--- config.mk ---
export PLATFORM = sky130hd
export DESIGN_NAME = rem_sign_calc_flat
export DESIGN_NICKNAME = d
export VERILOG_FILES = /design/src/rtl/div_pkg.sv /design/src/rtl/rem_sign_calc_if.sv /design/src/rtl/rem_addend_sel.sv /design/src/rtl/rem_sign_calc.sv /design/src/flat_wrapper.sv
export SDC_FILE = /design/constraint.sdc
export NUM_CORES = 1
export LEC_CHECK = 0
export BUFFER_PORTS_ARGS = -buffer_cell sky130_fd_sc_hd__buf_2
export CAP_MARGIN = 15
export CORE_ASPECT_RATIO = 0.7
export CORE_MARGIN = 3
export CORE_UTILIZATION = 45
export CTS_CLUSTER_DIAMETER = 200
export DETAILED_ROUTE_END_ITERATION = 6
export PLACE_DENSITY = 0.64
export SYNTH_ARGS = -nofsm -noshare
export SYNTH_HDL_FRONTEND = slang
export SYNTH_SLANG_ARGS = --single-unit
--- constraint.sdc ---
create_clock -name clk -period 5.4 [get_ports clk]
set_clock_uncertainty 0.15 [all_clocks]
set_input_delay 0.27 -clock clk [delete_from_list [all_inputs] [get_ports clk]]
set_output_delay 0.27 -clock clk [all_outputs]
set_load 0.05 [all_outputs]
--- src/rtl/div_pkg.sv ---
// Shared divider definitions: remainder-sign FSM states, the default
// operand width and the flag bundle handed to the rounding stages.
package div_pkg;

    localparam int DIV_WIDTH = 28;

    typedef enum logic [1:0] {
        IDLE = 2'd0,
        MUL  = 2'd1,
        CMP  = 2'd2,
        DONE = 2'd3
    } rem_state_t;

    typedef struct packed {
        logic positive;
        logic negative;
        logic zero;
    } rem_flags_t;

endpackage

--- src/rtl/rem_sign_calc_if.sv ---
// Operand / flag handshake bundle for rem_sign_calc.
// master = producer of operands and consumer of flags; slave = the unit.
interface rem_sign_calc_if
    import div_pkg::*;
#(
    parameter int WIDTH = DIV_WIDTH
) ();

    logic             in_valid;
    logic             in_ready;
    logic [WIDTH-1:0] q;
    logic [WIDTH-1:0] d;
    logic [WIDTH-1:0] n;
    logic             out_valid;
    logic             out_ready;
    logic             rem_is_positive;
    logic             rem_is_negative;
    logic             rem_is_zero;

    modport master (
        output in_valid, q, d, n, out_ready,
        input  in_ready, out_valid, rem_is_positive, rem_is_negative, rem_is_zero
    );

    modport slave (
        input  in_valid, q, d, n, out_ready,
        output in_ready, out_valid, rem_is_positive, rem_is_negative, rem_is_zero
    );

endinterface

--- src/rtl/rem_addend_sel.sv ---
// Addend selection for the back-multiply.
// Default: radix-2, addend is d or 0 depending on one quotient bit.
// With REM_RADIX4_EN defined: radix-4, addend is 0/d/2d/3d from two quotient bits.
module rem_addend_sel
    import div_pkg::*;
#(
    parameter int WIDTH = DIV_WIDTH
) (
    input  logic [WIDTH-1:0] d,
`ifdef REM_RADIX4_EN
    input  logic [WIDTH+1:0] d3,
    input  logic [1:0]       sel,
`else
    input  logic             sel,
`endif
    output logic [WIDTH+1:0] addend
);

`ifdef REM_RADIX4_EN
    // Pick the multiple of d selected by the current quotient digit
    always_comb begin
        addend = '0;
        case (sel)
            2'd0:    addend = '0;
            2'd1:    addend = {2'b00, d};
            2'd2:    addend = {1'b0, d, 1'b0};
            default: addend = d3;
        endcase
    end
`else
    // Pass d through when the current quotient bit is set
    always_comb begin
        addend = sel ? {2'b00, d} : '0;
    end
`endif

endmodule

--- src/rtl/rem_sign_calc.sv ---
// Remainder-sign unit: R = {n, 0} - q*d via a sequential shift-add
// multiplier, reporting the sign of R as positive/negative/zero flags.
// Default build is radix-2 (WIDTH+1 cycle latency); defining REM_RADIX4_EN
// retires two quotient bits per cycle (WIDTH/2+1 cycle latency).
module rem_sign_calc
    import div_pkg::*;
#(
    parameter int WIDTH = DIV_WIDTH
) (
    input  logic           clk,
    input  logic           reset,
    rem_sign_calc_if.slave bus
);

`ifdef REM_RADIX4_EN
    localparam int BITS_PER_STEP = 2;
`else
    localparam int BITS_PER_STEP = 1;
`endif
    localparam int STEPS = WIDTH / BITS_PER_STEP;
    localparam int CNT_W = $clog2(WIDTH);
    localparam int SH_W  = CNT_W + 1;
    localparam int PW    = 2 * WIDTH;
    localparam logic [CNT_W-1:0] LAST_CNT = CNT_W'(STEPS - 1);

    rem_state_t       state_q, state_d;
    logic [WIDTH-1:0] d_q, d_d;
    logic [WIDTH-1:0] q_sr_q, q_sr_d;
    logic [PW-1:0]    n_q, n_d;
    logic [PW-1:0]    acc_q, acc_d;
    logic [CNT_W-1:0] cnt_q, cnt_d;
    rem_flags_t       flags_q, flags_d;
`ifdef REM_RADIX4_EN
    logic [WIDTH+1:0] d3_q, d3_d;
`endif

    logic             accept;
    logic [WIDTH+1:0] addend;
    logic [CNT_W-1:0] step;
    logic [SH_W-1:0]  shamt;
    logic [PW-1:0]    addend_sh;
    logic [PW:0]      rem;

    assign accept    = (state_q == IDLE) && bus.in_valid;
    // Step index k counts up as the counter counts down; radix-4 shifts by 2k.
    assign step      = LAST_CNT - cnt_q;
    assign shamt     = {1'b0, step} << (BITS_PER_STEP - 1);
    assign addend_sh = {{(PW - WIDTH - 2){1'b0}}, addend} << shamt;
    // One extra top bit so the borrow out of the subtraction is the sign.
    assign rem       = {1'b0, n_q} - {1'b0, acc_q};

    rem_addend_sel #(
        .WIDTH (WIDTH)
    ) u_addend_sel (
        .d      (d_q),
`ifdef REM_RADIX4_EN
        .d3     (d3_q),
        .sel    (q_sr_q[1:0]),
`else
        .sel    (q_sr_q[0]),
`endif
        .addend (addend)
    );

    // State register
    always_ff @(posedge clk or posedge reset) begin
        // NOTE: non-blocking assignments in clocked blocks so every flop samples pre-edge values.
        if (reset) state_q <= IDLE;
        else       state_q <= state_d;
    end

    // Next-state logic
    always_comb begin
        // NOTE: default assignment first so no path leaves the signal unassigned (no latch).
        state_d = state_q;
        case (state_q)
            IDLE:    if (bus.in_valid)  state_d = MUL;
            MUL:     if (cnt_q == '0)   state_d = CMP;
            CMP:                        state_d = DONE;
            DONE:    if (bus.out_ready) state_d = IDLE;
            default:                    state_d = IDLE;
        endcase
    end

    // Output logic: handshake from state, flags only visible in DONE
    always_comb begin
        bus.in_ready        = (state_q == IDLE);
        bus.out_valid       = (state_q == DONE);
        bus.rem_is_positive = (state_q == DONE) && flags_q.positive;
        bus.rem_is_negative = (state_q == DONE) && flags_q.negative;
        bus.rem_is_zero     = (state_q == DONE) && flags_q.zero;
    end

    // Datapath next values: operand capture, shift-add step, sign compare
    always_comb begin
        d_d     = d_q;
        q_sr_d  = q_sr_q;
        n_d     = n_q;
        acc_d   = acc_q;
        cnt_d   = cnt_q;
        flags_d = flags_q;
`ifdef REM_RADIX4_EN
        d3_d    = d3_q;
`endif
        case (state_q)
            IDLE: begin
                if (accept) begin
                    d_d    = bus.d;
                    n_d    = {bus.n, {WIDTH{1'b0}}};
                    q_sr_d = bus.q;
                    acc_d  = '0;
                    cnt_d  = LAST_CNT;
`ifdef REM_RADIX4_EN
                    d3_d   = {2'b00, bus.d} + {1'b0, bus.d, 1'b0};
`endif
                end
            end
            MUL: begin
                acc_d  = acc_q + addend_sh;
                q_sr_d = q_sr_q >> BITS_PER_STEP;
                cnt_d  = cnt_q - 1'b1;
            end
            CMP: begin
                flags_d.negative = rem[PW];
                flags_d.zero     = (rem == '0);
                flags_d.positive = !rem[PW] && (rem != '0);
            end
            default: ;
        endcase
    end

    // Datapath registers
    always_ff @(posedge clk or posedge reset) begin
        // NOTE: datapath registers are reset too, so a reset mid-operation leaves no stale operands.
        if (reset) begin
            d_q     <= '0;
            q_sr_q  <= '0;
            n_q     <= '0;
            acc_q   <= '0;
            cnt_q   <= '0;
            flags_q <= '0;
`ifdef REM_RADIX4_EN
            d3_q    <= '0;
`endif
        end else begin
            d_q     <= d_d;
            q_sr_q  <= q_sr_d;
            n_q     <= n_d;
            acc_q   <= acc_d;
            cnt_q   <= cnt_d;
            flags_q <= flags_d;
`ifdef REM_RADIX4_EN
            d3_q    <= d3_d;
`endif
        end
    end

endmodule

--- src/flat_wrapper.sv ---
// flat-port wrapper written by rule: the top's interface ports become plain ports
module rem_sign_calc_flat import div_pkg::*;
#(
    parameter int WIDTH = DIV_WIDTH
)
  (clk, reset, bus_in_valid, bus_q, bus_d, bus_n, bus_out_ready, bus_in_ready, bus_out_valid, bus_rem_is_positive, bus_rem_is_negative, bus_rem_is_zero);
  rem_sign_calc_if #(.WIDTH(WIDTH)) bus_i ();
  input  logic clk;
  input  logic reset;
  input wire logic [$bits(bus_i.in_valid)-1:0] bus_in_valid;
  input wire logic [$bits(bus_i.q)-1:0] bus_q;
  input wire logic [$bits(bus_i.d)-1:0] bus_d;
  input wire logic [$bits(bus_i.n)-1:0] bus_n;
  input wire logic [$bits(bus_i.out_ready)-1:0] bus_out_ready;
  output wire logic [$bits(bus_i.in_ready)-1:0] bus_in_ready;
  output wire logic [$bits(bus_i.out_valid)-1:0] bus_out_valid;
  output wire logic [$bits(bus_i.rem_is_positive)-1:0] bus_rem_is_positive;
  output wire logic [$bits(bus_i.rem_is_negative)-1:0] bus_rem_is_negative;
  output wire logic [$bits(bus_i.rem_is_zero)-1:0] bus_rem_is_zero;
  assign bus_i.in_valid = bus_in_valid;
  assign bus_i.q = bus_q;
  assign bus_i.d = bus_d;
  assign bus_i.n = bus_n;
  assign bus_i.out_ready = bus_out_ready;
  assign bus_in_ready = bus_i.in_ready;
  assign bus_out_valid = bus_i.out_valid;
  assign bus_rem_is_positive = bus_i.rem_is_positive;
  assign bus_rem_is_negative = bus_i.rem_is_negative;
  assign bus_rem_is_zero = bus_i.rem_is_zero;
  rem_sign_calc #(.WIDTH(WIDTH)) u_core (.clk(clk), .reset(reset), .bus(bus_i));
endmodule
==> out/results.tsv, run 1 <==
stage	metric	value	unit
synth	synthesized cell area	12500	µm²
clocking	Max clock buf depth	2	
floorplanning	core area	27000	µm²
grt	initial antenna violation count	0	
synth	Top FF cell, synth	dfrtp_1	
synth	Post-synth ARST share	100	%
floorplanning	Initial Util	46.2	%
run_status	outcome	finished, final reports clean	
synth	Syn Nets	1607	
run	max cap viols	0	
finish	commonest non-fill, non-tap cell in the layout	dfrtp_1	
synth	Netlist cell types	79	
timing	Setup Viol. Count Final	0	
synth	post-synthesis sequential area ratio	30.1	%
clocking	clock latency on the worst-skew pair	0.46	ns
clocking	CTS tree	done	
floorplanning	FP Rows	50	
clocking	Max H-tree Level	4	
synth	Mapped Avg Cell Area	8.75	µm²
synth	EDFF count, synth	0	
pwr	Tot Pwr	10.6	mW
timing	achievable frequency	0.194	GHz
detailed_routing	DR pass1 iterations	6	
grt	vias in the first global route	10900	
placement	dpl hpwl	27500	µm
finish	Storage cell area	3760	µm²
grt	Tot GR Track Use	24.8	%
timing	final hold vios	0	
timing	final critical-path required period	5.16	ns
finish	P&R area growth vs syn	20.3	%
finish	filler instances	2460	
detailed_routing	vias per cell	5.83	
worst_setup_path	Critical Path RT	5.54	ns
grt	global-route wire length before repair	59000	µm
floorplanning	IO Count	93	
grt	global route total overflow	0	
synth	Post-Syn Instances	1423	
clocking	# clock sinks	150	
pwr	power per cell area	708	nW/µm²
worst_setup_path	Worst Path Arrival	5.31	ns
pwr	VDD IR max	849	µV
finish	commonest non-fill, non-tap cells in the layout	dfrtp_1 (149), nand2_1 (144), o21ai_0 (125)	
floorplanning	Die Wd	205	µm
timing	Max-slew headroom	32.6	%
timing	worst-margin pin slew	1.01	ns
clocking	Clock transition at path regs	0.07	ns
floorplanning	Die Ht	145	µm
pwr	leakage power	6.76	nW
detailed_routing	DRC	0	
worst_setup_path	Worst Setup Start Kind	flop	
timing	Final Max Tran Viols	0	
finish	Antenna diodes	0	
floorplanning	die area	29700	µm²
grt	largest net degree at the start of global routing	109	
synth	Yosys warnings	0	
clocking	root buffer cell	clkbuf_16	
worst_hold_path	Worst Hold Class	in -> reg	
detailed_routing	post-route ant nets	0	
detailed_routing	via count	11500	
finish	Nets	1778	
synth	#FFs+latches synth	150	
finish	area of the multi-input gates	8260	µm²
placement	gp weighted congestion	0.992	
timing	PnR worst setup slack	0.236	ns
placement	port bufs	92	
placement	pre-CTS setup slack	-0.0683	ns
detailed_routing	final wirelength	36300	µm
detailed_routing	routed len/inst	18.4	µm
finish	fraction of layout instances using a drive strength above 1	18.2	%
worst_setup_path	Max FO, Critical Path	14	
detailed_routing	DR iter-0 viols	944	
clocking	TritonCTS buffer count	17	
worst_setup_path	crit end category	flop	
worst_setup_path	critical path class	reg -> reg	
timing	fin crit share	95.6	%
-- cells by family (layout without fill, tap and decap cells) --
kind of cell    count (synthesis)  after routing  synth area share (%)
mux                           144            144                  14.0
compound gates                436            436                  22.3
simple gates                  397            397                  15.3
flops                         150            150                  30.1
xor+xnor                       64             64                  4.50
buf+inv                       136            319                  4.17
fa+ha+maj                      96             96                  9.70
-- state kept, by name, summed over array words and instances, names as in the netlist --
register	count
u_core.state_q	2
u_core.flags_q	3
u_core.acc_q	56
u_core.q_sr_q	28
u_core.cnt_q	5
u_core.d_q	28
u_core.n_q	28
-- layer usage --
layer / global-route usage, % / up-vias / share of wire [%]
li1: - / 5603 / -
met3: 6.64 / 29 / 8.4
met4: 5.57 / 0 / 1.2
met1: 38.5 / 5468 / 50
met2: 33.9 / 387 / 41
met5: 0 / - / 0
-- layout make-up --
type                            instances  share of cell area [%]
Tap cell                              364                    3.04
Clock inverter                         14                    1.19
Sequential cell                       150                    25.1
Timing Repair Buffer                  224                    11.1
Multi-Input combinational cell       1137                    55.1
Clock buffer                           17                    2.84
Inverter                               64                    1.64
-- stage by stage --
step	instances	setup TNS [ns]	cell area, µm²	utilization, %	hold WS (ns)
detailed placement	1851	-0.0764	13500	49.9	0.320
global placement	1851	-0.934	13500	49.9	0.312
finish	1970	0	15000	55.6	0.202
global route	1970	-0.00780	15000	55.6	0.245
CTS	1967	0	14900	55.3	0.177
floorplan	1423	0	12500	-	0.253
-- final timing paths --
check	start	endpoint	slack, ns	cells after the start
max	u_core.cnt_q[0]	u_core.acc_q[48]	0.24	20
min	bus_out_ready	u_core.state_q[1]	0.20	5
max reg2reg	u_core.cnt_q[0]	u_core.acc_q[48]	0.24	20
min reg2reg	u_core.q_sr_q[25]	u_core.q_sr_q[25]	0.33	2
max in group asynchronous	reset	u_core.acc_q[4]	3.49	4
min in group asynchronous	reset	u_core.n_q[51]	0.41	3
-- synthesized netlist by cell type, drive strengths merged (9+ instances only) --
| library cell | count | area, µm² |
|---|---|---|
| a211oi | 11 | 82.6 |
| a21o | 43 | 324 |
| a21oi | 90 | 450 |
| a22o | 9 | 78.8 |
| a31oi | 17 | 106 |
| and3 | 15 | 96.3 |
| buf | 18 | 76.3 |
| clkbuf | 54 | 203 |
| dfrtp | 150 | 3750 |
| ha | 95 | 1190 |
| inv | 63 | 236 |
| mux2 | 67 | 754 |
| mux2i | 60 | 601 |
| mux4 | 17 | 383 |
| nand2 | 145 | 544 |
| nand3 | 39 | 195 |
| nand4 | 16 | 100 |
| nor2 | 88 | 333 |
| nor2b | 15 | 93.8 |
| nor3 | 19 | 95.1 |
| nor4 | 11 | 90.1 |
| o211ai | 14 | 105 |
| o21a | 11 | 82.6 |
| o21ai | 130 | 662 |
| o21bai | 12 | 90.1 |
| o22ai | 42 | 263 |
| xnor2 | 38 | 333 |
| xor2 | 26 | 228 |
-- where the power goes --
| part | internal (mW) | total (mW) | switching (mW) |
|---|---|---|---|
| Clock | 0.701 | 1.26 | 0.559 |
| Sequential | 1.61 | 2.06 | 0.454 |
| Combinational | 2.94 | 7.28 | 4.34 |
| Total | 5.26 | 10.6 | 5.35 |
-- worst max-delay path: stages (launching register included) --
cell	delay (ns)
dfrtp_4	0.58
buf_6	0.21
mux4_2	0.54
nand3_1	0.11
o21ai_0	0.14
a21oi_1	0.29
nor2_1	0.10
ha_1	0.36
and2_1	0.19
a221o_1	0.35
a32oi_1	0.27
o221ai_1	0.19
and2_1	0.18
o211ai_1	0.20
buf_4	0.17
a2111oi_2	0.08
buf_4	0.16
o21ai_0	0.29
o21ai_0	0.18
xnor2_1	0.16
o22ai_1	0.10
-- what timing repair did --
item | CTS | global route
setup buffers | 0 | 3
gates resized for setup | 1 | 10
endpoints found under the hold margin | 191 | 0
hold buffers | 85 | 0
endpoints found under the setup margin | 5 | 15
pin swaps | 0 | 1
(Power assumes the default switching activity.)
==> run 2: changes to the inputs <==
--- a/config.mk
+++ b/config.mk
@@ -13,6 +13,7 @@
 export CTS_CLUSTER_DIAMETER = 200
 export DETAILED_ROUTE_END_ITERATION = 6
 export PLACE_DENSITY = 0.64
+export SETUP_SLACK_MARGIN = 0.4
 export SYNTH_ARGS = -nofsm -noshare
 export SYNTH_HDL_FRONTEND = slang
 export SYNTH_SLANG_ARGS = --single-unit
==> out/results.tsv, run 2 (synthesized netlist as in run 1, its figures left out) <==
stage	metric	value	unit	change
run	max cap viols	0		unchanged
pwr	Int Pwr	5.48	mW	+4.2%
worst_hold_path	Worst Hold Class	in -> reg		
clocking	Max clock buf depth	2		unchanged
grt	global route total overflow	0		unchanged
worst_setup_path	Worst Setup Start Kind	flop		
detailed_routing	DR pass1 iterations	6		unchanged
finish	commonest non-fill, non-tap cells in the layout	dfrtp_1 (148), nand2_1 (144), o21ai_0 (111)		
finish	P&R area growth vs syn	22.5	%	
placement	gp weighted congestion	0.924		-6.8%
clocking	Max H-tree Level	4		unchanged
clocking	root buffer cell	clkbuf_16		
placement	pre-CTS setup slack	0.0677	ns	+0.136 ns
grt	largest net degree at the start of global routing	106		-2.8%
floorplanning	IO Count	93		unchanged
clocking	clock latency on the worst-skew pair	0.45	ns	about the same
worst_setup_path	crit path launch	u_core.cnt_q[0]		
grt	global-route wire length before repair	61100	µm	+3.7%
worst_setup_path	Critical Path RT	5.55	ns	about the same
grt	Tot GR Track Use	25.7	%	+0.93 points
detailed_routing	via count	11700		+1.9%
detailed_routing	final wirelength	38100	µm	+5.1%
finish	commonest non-fill, non-tap cell in the layout	dfrtp_1		
floorplanning	die area	29700	µm²	unchanged
detailed_routing	post-route ant nets	0		unchanged
pwr	switching pwr	5.52	mW	+3.2%
worst_setup_path	critical path class	reg -> reg		
floorplanning	Die Wd	205	µm	unchanged
pwr	combinational share of power	70.3	%	+1.6 points
timing	Final Max Tran Viols	0		unchanged
detailed_routing	vias per cell	5.90		+1.1%
worst_setup_path	Max FO, Critical Path	6		-8
finish	filler instances	2411		-2.0%
timing	achievable frequency	0.206	GHz	+6.2%
clocking	TritonCTS buffer count	17		unchanged
timing	fin crit share	90.0	%	-5.6 points
worst_setup_path	R2R Path Start	u_core.cnt_q[0]		
floorplanning	Die Ht	145	µm	unchanged
finish	max FFs per register	56		unchanged
pwr	switching share of power	50.2	%	-0.24 points
finish	Nets	1795		+0.96%
clocking	CTS tree	done		
pwr	power share of the sequential group	18.7	%	-0.8 points
floorplanning	Initial Util	46.2	%	unchanged
timing	Max-slew headroom	23.3	%	-9.3 points
pwr	clock power share	11.0	%	-0.9 points
timing	final hold vios	0		unchanged
timing	Sum Neg Setup Slack	0	ns	unchanged
timing	Setup Viol. Count Final	0		unchanged
pwr	VDD IR max	526	µV	-38%
timing	final critical-path required period	4.86	ns	-0.302 ns
grt	vias in the first global route	11200		+3.0%
pwr	power per cell area	721	nW/µm²	+1.8%
worst_setup_path	crit end category	flop		
run_status	outcome	finished, final reports clean		
timing	worst-margin pin slew	1.15	ns	+0.139 ns
worst_setup_path	Worst Path Arrival	5.02	ns	-0.29 ns
detailed_routing	routed len/inst	19.2	µm	+4.3%
grt	initial antenna violation count	1		+1
finish	fraction of layout instances using a drive strength above 1	20.7	%	+2.5 points
timing	RSZ-0062 raised after global routing	yes		
finish	Largest Register	u_core.acc_q		
clocking	# clock sinks	150		unchanged
worst_hold_path	Hold Startpoint	bus_q[0]		
placement	port bufs	92		unchanged
placement	dpl hpwl	28000	µm	+1.8%
timing	PnR worst setup slack	0.539	ns	+0.302 ns
pwr	leakage power	6.85	nW	+1.3%
detailed_routing	DRC	0		unchanged
clocking	Clock transition at path regs	0.07	ns	about the same
floorplanning	FP Rows	50		unchanged
detailed_routing	DR iter-0 viols	1258		+33%
finish	Antenna diodes	0		unchanged
floorplanning	core area	27000	µm²	unchanged
run 2: cell types whose count changed in the layout (fill, tap and decap cells not counted), sizes merged:
| cell | change |
|---|---|
| clkinv | +1 |
| clkbuf | +1 |
| inv | -5 |
| clkinvlp | +2 |
| dlygate4sd3 | -1 |
| buf | +18 |
run 2: final cells by class:
type	count	area, µm²	share of cell area (%)
Clock inverter	12	145	0.951
Timing Repair Buffer	241	1800	11.8
Tap cell	364	455	2.98
Sequential cell	150	3760	24.6
Multi-Input combinational cell	1137	8430	55.2
Inverter	64	245	1.61
Clock buffer	18	429	2.81
run 2: stage by stage:
step / instances / hold slack (ns) / total power, mW / util, % / cell area [µm²]
after floorplan: 1423 / 0.253 / 7.20 / - / 12500
after global placement: 1847 / 0.313 / 9.05 / 49.9 / 13400
after detailed placement: 1847 / 0.320 / 9.13 / 49.9 / 13400
after CTS: 1965 / 0.0167 / 10.5 / 55.4 / 14900
after global routing: 1986 / 0.0618 / 11.8 / 56.6 / 15300
final: 1986 / 0.0235 / 11.0 / 56.6 / 15300
run 2: what timing repair did:
| item | 4_1_cts | 5_1_grt |
|---|---|---|
| hold buffers | 84 | 0 |
| hold endpoints to repair | 187 | 0 |
| setup buffers | 4 | 21 |
| resized for setup | 11 | 44 |
| pin swaps | 3 | 19 |
| setup endpoints to repair | 14 | 21 |
run 2: worst max-delay path, cell delays in order (launching register included):
cell	delay, ns
dfrtp_4	0.53
buf_4	0.18
buf_4	0.13
mux4_2	0.43
a31o_2	0.28
a32oi_2	0.22
nor2_1	0.14
ha_4	0.32
and2_1	0.15
a221o_1	0.19
a32oi_2	0.08
o221ai_2	0.25
and2_1	0.17
o211ai_1	0.08
buf_4	0.16
a2111oi_2	0.40
buf_4	0.21
o21ai_1	0.11
o21ai_1	0.23
xnor2_1	0.17
o22ai_1	0.12
run 2: path summary, 6_finish.rpt:
check	end	slack, ns	cells past startpoint
min	u_core.q_sr_q[0]	0.02	3
min reg2reg	u_core.q_sr_q[17]	0.33	2
min in group asynchronous	u_core.n_q[54]	0.44	3
max	u_core.acc_q[48]	0.54	20
max in group asynchronous	u_core.acc_q[9]	3.46	4
max reg2reg	u_core.acc_q[48]	0.54	20
run 2: metal layers:
metal	part of all wire, %	routed length, µm	up-vias	global-route usage [%]
met3	7.7	2930	39	5.94
li1	-	-	5644	-
met2	42	16000	402	36.4
met1	49	18700	5624	39.8
met4	1.3	499	0	5.05
met5	0	0	-	0
run 2: power by group through the flow:
stage	combinational, mW	clock, mW	sequential, mW
after floorplan	5.32	0	1.87
after global placement	6.99	0	2.06
after detailed placement	7.06	0	2.07
after CTS	7.20	1.23	2.05
after global routing	8.43	1.28	2.11
final	7.73	1.21	2.06
==> run 3: changes to the inputs <==
--- a/config.mk
+++ b/config.mk
@@ -5,14 +5,14 @@
 export SDC_FILE = /design/constraint.sdc
 export NUM_CORES = 1
 export LEC_CHECK = 0
-export BUFFER_PORTS_ARGS = -buffer_cell sky130_fd_sc_hd__buf_2
 export CAP_MARGIN = 15
 export CORE_ASPECT_RATIO = 0.7
 export CORE_MARGIN = 3
 export CORE_UTILIZATION = 45
 export CTS_CLUSTER_DIAMETER = 200
 export DETAILED_ROUTE_END_ITERATION = 6
-export PLACE_DENSITY = 0.64
+export DONT_BUFFER_PORTS = 1
+export PLACE_DENSITY = 0.61
 export SETUP_SLACK_MARGIN = 0.4
 export SYNTH_ARGS = -nofsm -noshare
 export SYNTH_HDL_FRONTEND = slang
==> out/results.tsv, run 3 (synthesized netlist as in run 1, its figures left out) <==
stage	metric	value	unit	change
worst_setup_path	CP max stage delay	0.67	ns	+0.14 ns
timing	Sum Neg Setup Slack	0	ns	unchanged
clocking	# clock sinks	150		unchanged
pwr	power per cell area	729	nW/µm²	+1.2%
worst_setup_path	Worst Path Arrival	4.98	ns	-0.04 ns
timing	Final Max Tran Viols	0		unchanged
detailed_routing	DRC	0		unchanged
finish	max FFs per register	56		unchanged
clocking	Clock transition at path regs	0.07	ns	about the same
placement	port bufs	0		-100%
worst_setup_path	crit end category	flop		
finish	Storage cell area	3760	µm²	about the same
detailed_routing	vias per cell	5.98		+1.5%
clocking	Max H-tree Level	4		unchanged
floorplanning	IO Count	93		unchanged
clocking	Max clock buf depth	2		unchanged
worst_setup_path	Max FO, Critical Path	7		+1
finish	Antenna diodes	0		unchanged
finish	fraction of layout instances using a drive strength above 1	15.1	%	-5.6 points
finish	area of the multi-input gates	8380	µm²	-0.55%
floorplanning	core area	27000	µm²	unchanged
timing	worst-margin pin slew	0.967	ns	-0.183 ns
grt	initial antenna violation count	0		-1
finish	final instance area	14700	µm²	-3.9%
placement	placed insts	1759		-4.8%
grt	Tot GR Track Use	24.6	%	-1.1 points
detailed_routing	via count	11300		-3.7%
detailed_routing	final wirelength	36500	µm	-4.2%
worst_setup_path	critical path's slowest cell	or4_2		
worst_setup_path	Critical Path RT	5.58	ns	+0.03 ns
floorplanning	Die Wd	205	µm	unchanged
pwr	VDD IR max	442	µV	-16%
timing	final critical-path required period	4.79	ns	-0.0682 ns
timing	final hold vios	0		unchanged
finish	P&R area growth vs syn	17.7	%	
timing	RSZ-0062 raised after global routing	no		
clocking	clock latency on the worst-skew pair	0.46	ns	about the same
finish	Nets	1692		-5.7%
grt	global route total overflow	0		unchanged
detailed_routing	routed len/inst	19.4	µm	+0.89%
timing	fin crit share	88.8	%	-1.3 points
placement	dpl hpwl	27500	µm	-1.8%
worst_setup_path	Worst Setup Start Kind	flop		
floorplanning	FP Rows	50		unchanged
grt	largest net degree at the start of global routing	96		-9.4%
finish	Core Util, Final	54.4	%	-2.2 points
detailed_routing	post-route ant nets	0		unchanged
pwr	leakage power	6.40	nW	-6.6%
worst_setup_path	critical path class	reg -> reg		
run	max cap viols	0		unchanged
floorplanning	Die Ht	145	µm	unchanged
worst_hold_path	Worst Hold Class	in -> reg		
timing	achievable frequency	0.209	GHz	+1.4%
finish	commonest non-fill, non-tap cells in the layout	dfrtp_1 (148), nand2_1 (144), o21ai_0 (115)		
grt	global-route wire length before repair	58400	µm	-4.5%
detailed_routing	DR pass1 iterations	6		unchanged
placement	Placement Cell Area	13000	µm²	-3.2%
finish	Layout Cells excl Fill	1885		-5.1%
worst_setup_path	worst path cell trace	inv_1, ha_1, nand3_1, or4_2, nor4_4, nand3_1, a2111oi_4, nor2_2, xnor2_1, nor4_2, nand4_1, a2111oi_4, nor2_1		
clocking	CTS tree	done		
detailed_routing	DR iter-0 viols	1221		-2.9%
clocking	root buffer cell	clkbuf_16		
run_status	outcome	finished, final reports clean		
finish	filler instances	2491		+3.3%
grt	vias in the first global route	10500		-6.6%
placement	gp weighted congestion	0.947		+2.5%
timing	Setup Viol. Count Final	0		unchanged
floorplanning	Initial Util	46.2	%	unchanged
floorplanning	die area	29700	µm²	unchanged
finish	Largest Register	u_core.acc_q		
finish	commonest non-fill, non-tap cell in the layout	dfrtp_1		
pwr	Tot Pwr	10.7	mW	-2.8%
timing	Max-slew headroom	35.5	%	+12 points
clocking	TritonCTS buffer count	17		unchanged
## run 3: cell count changes in the layout (fill, tap and decap cells not counted), moves of 3 or more
cell	change
a31oi_2	+3
buf_2	-92
buf_4	-12
inv_6	-3
inv_8	+5
o21ai_0	+4
o21ai_1	-4
## run 3: worst max-delay path, delay by kind of cell, from the launching register on
kind            cells  cell delay [ns]
fa+ha+maj           1             0.47
simple gates        8             2.45
compound gates      2             0.95
xor+xnor            1             0.18
flops               1             0.38
buf+inv             1             0.07
## run 3: path summary, 6_finish.rpt
path / cells after the start / slack, ns / endpoint / start
setup / recovery: 13 / 0.61 / u_core.flags_q[2] / u_core.acc_q[30]
hold / removal: 4 / 0.05 / u_core.state_q[1] / bus_out_ready
setup reg to reg: 13 / 0.61 / u_core.flags_q[2] / u_core.acc_q[30]
hold reg to reg: 2 / 0.33 / u_core.q_sr_q[1] / u_core.q_sr_q[1]
max in group asynchronous: 3 / 3.44 / u_core.cnt_q[0] / reset
min in group asynchronous: 2 / 0.37 / u_core.n_q[46] / reset
## run 3: repair_timing
item	CTS	global route
endpoints found under the hold margin	178	0
gates resized for setup	3	39
pin swaps	1	5
buffers inserted	1	8
endpoints found under the setup margin	4	23
hold buffers	85	0
cloned	0	0
## run 3: report_power, final
group	internal (mW)	leakage [nW]	total, mW	switching [mW]
Combinational	3.02	4.26	7.47	4.45
Sequential	1.61	1.87	2.05	0.435
Clock	0.607	0.268	1.17	0.565
Total	5.24	6.40	10.7	5.45
## run 3: stage by stage
step | hold slack [ns] | worst slack [ns]
2_1_floorplan | 0.253 | 0.409
3_3_place_gp | 0.235 | 0.360
3_5_place_dp | 0.249 | 0.274
4_1_cts | 0.00924 | 0.415
5_1_grt | 0.116 | 0.368
6_report | 0.0484 | 0.607
## run 3: final cells by class
class,count,share of cell area (%)
Clock buffer,17,2.90
Multi-Input combinational cell,1137,57.2
Tap cell,364,3.11
Timing Repair Buffer,138,8.60
Inverter,64,1.67
Clock inverter,15,0.947
Sequential cell,150,25.6
## run 3: layer usage
| layer | global-route usage (%) | share of wire, % | vias up |
|---|---|---|---|
| li1 | - | - | 5456 |
| met1 | 39.7 | 51 | 5463 |
| met2 | 33.0 | 41 | 330 |
| met3 | 5.61 | 7.3 | 28 |
| met4 | 4.68 | 1.0 | 0 |
| met5 | 0 | 0 | - |
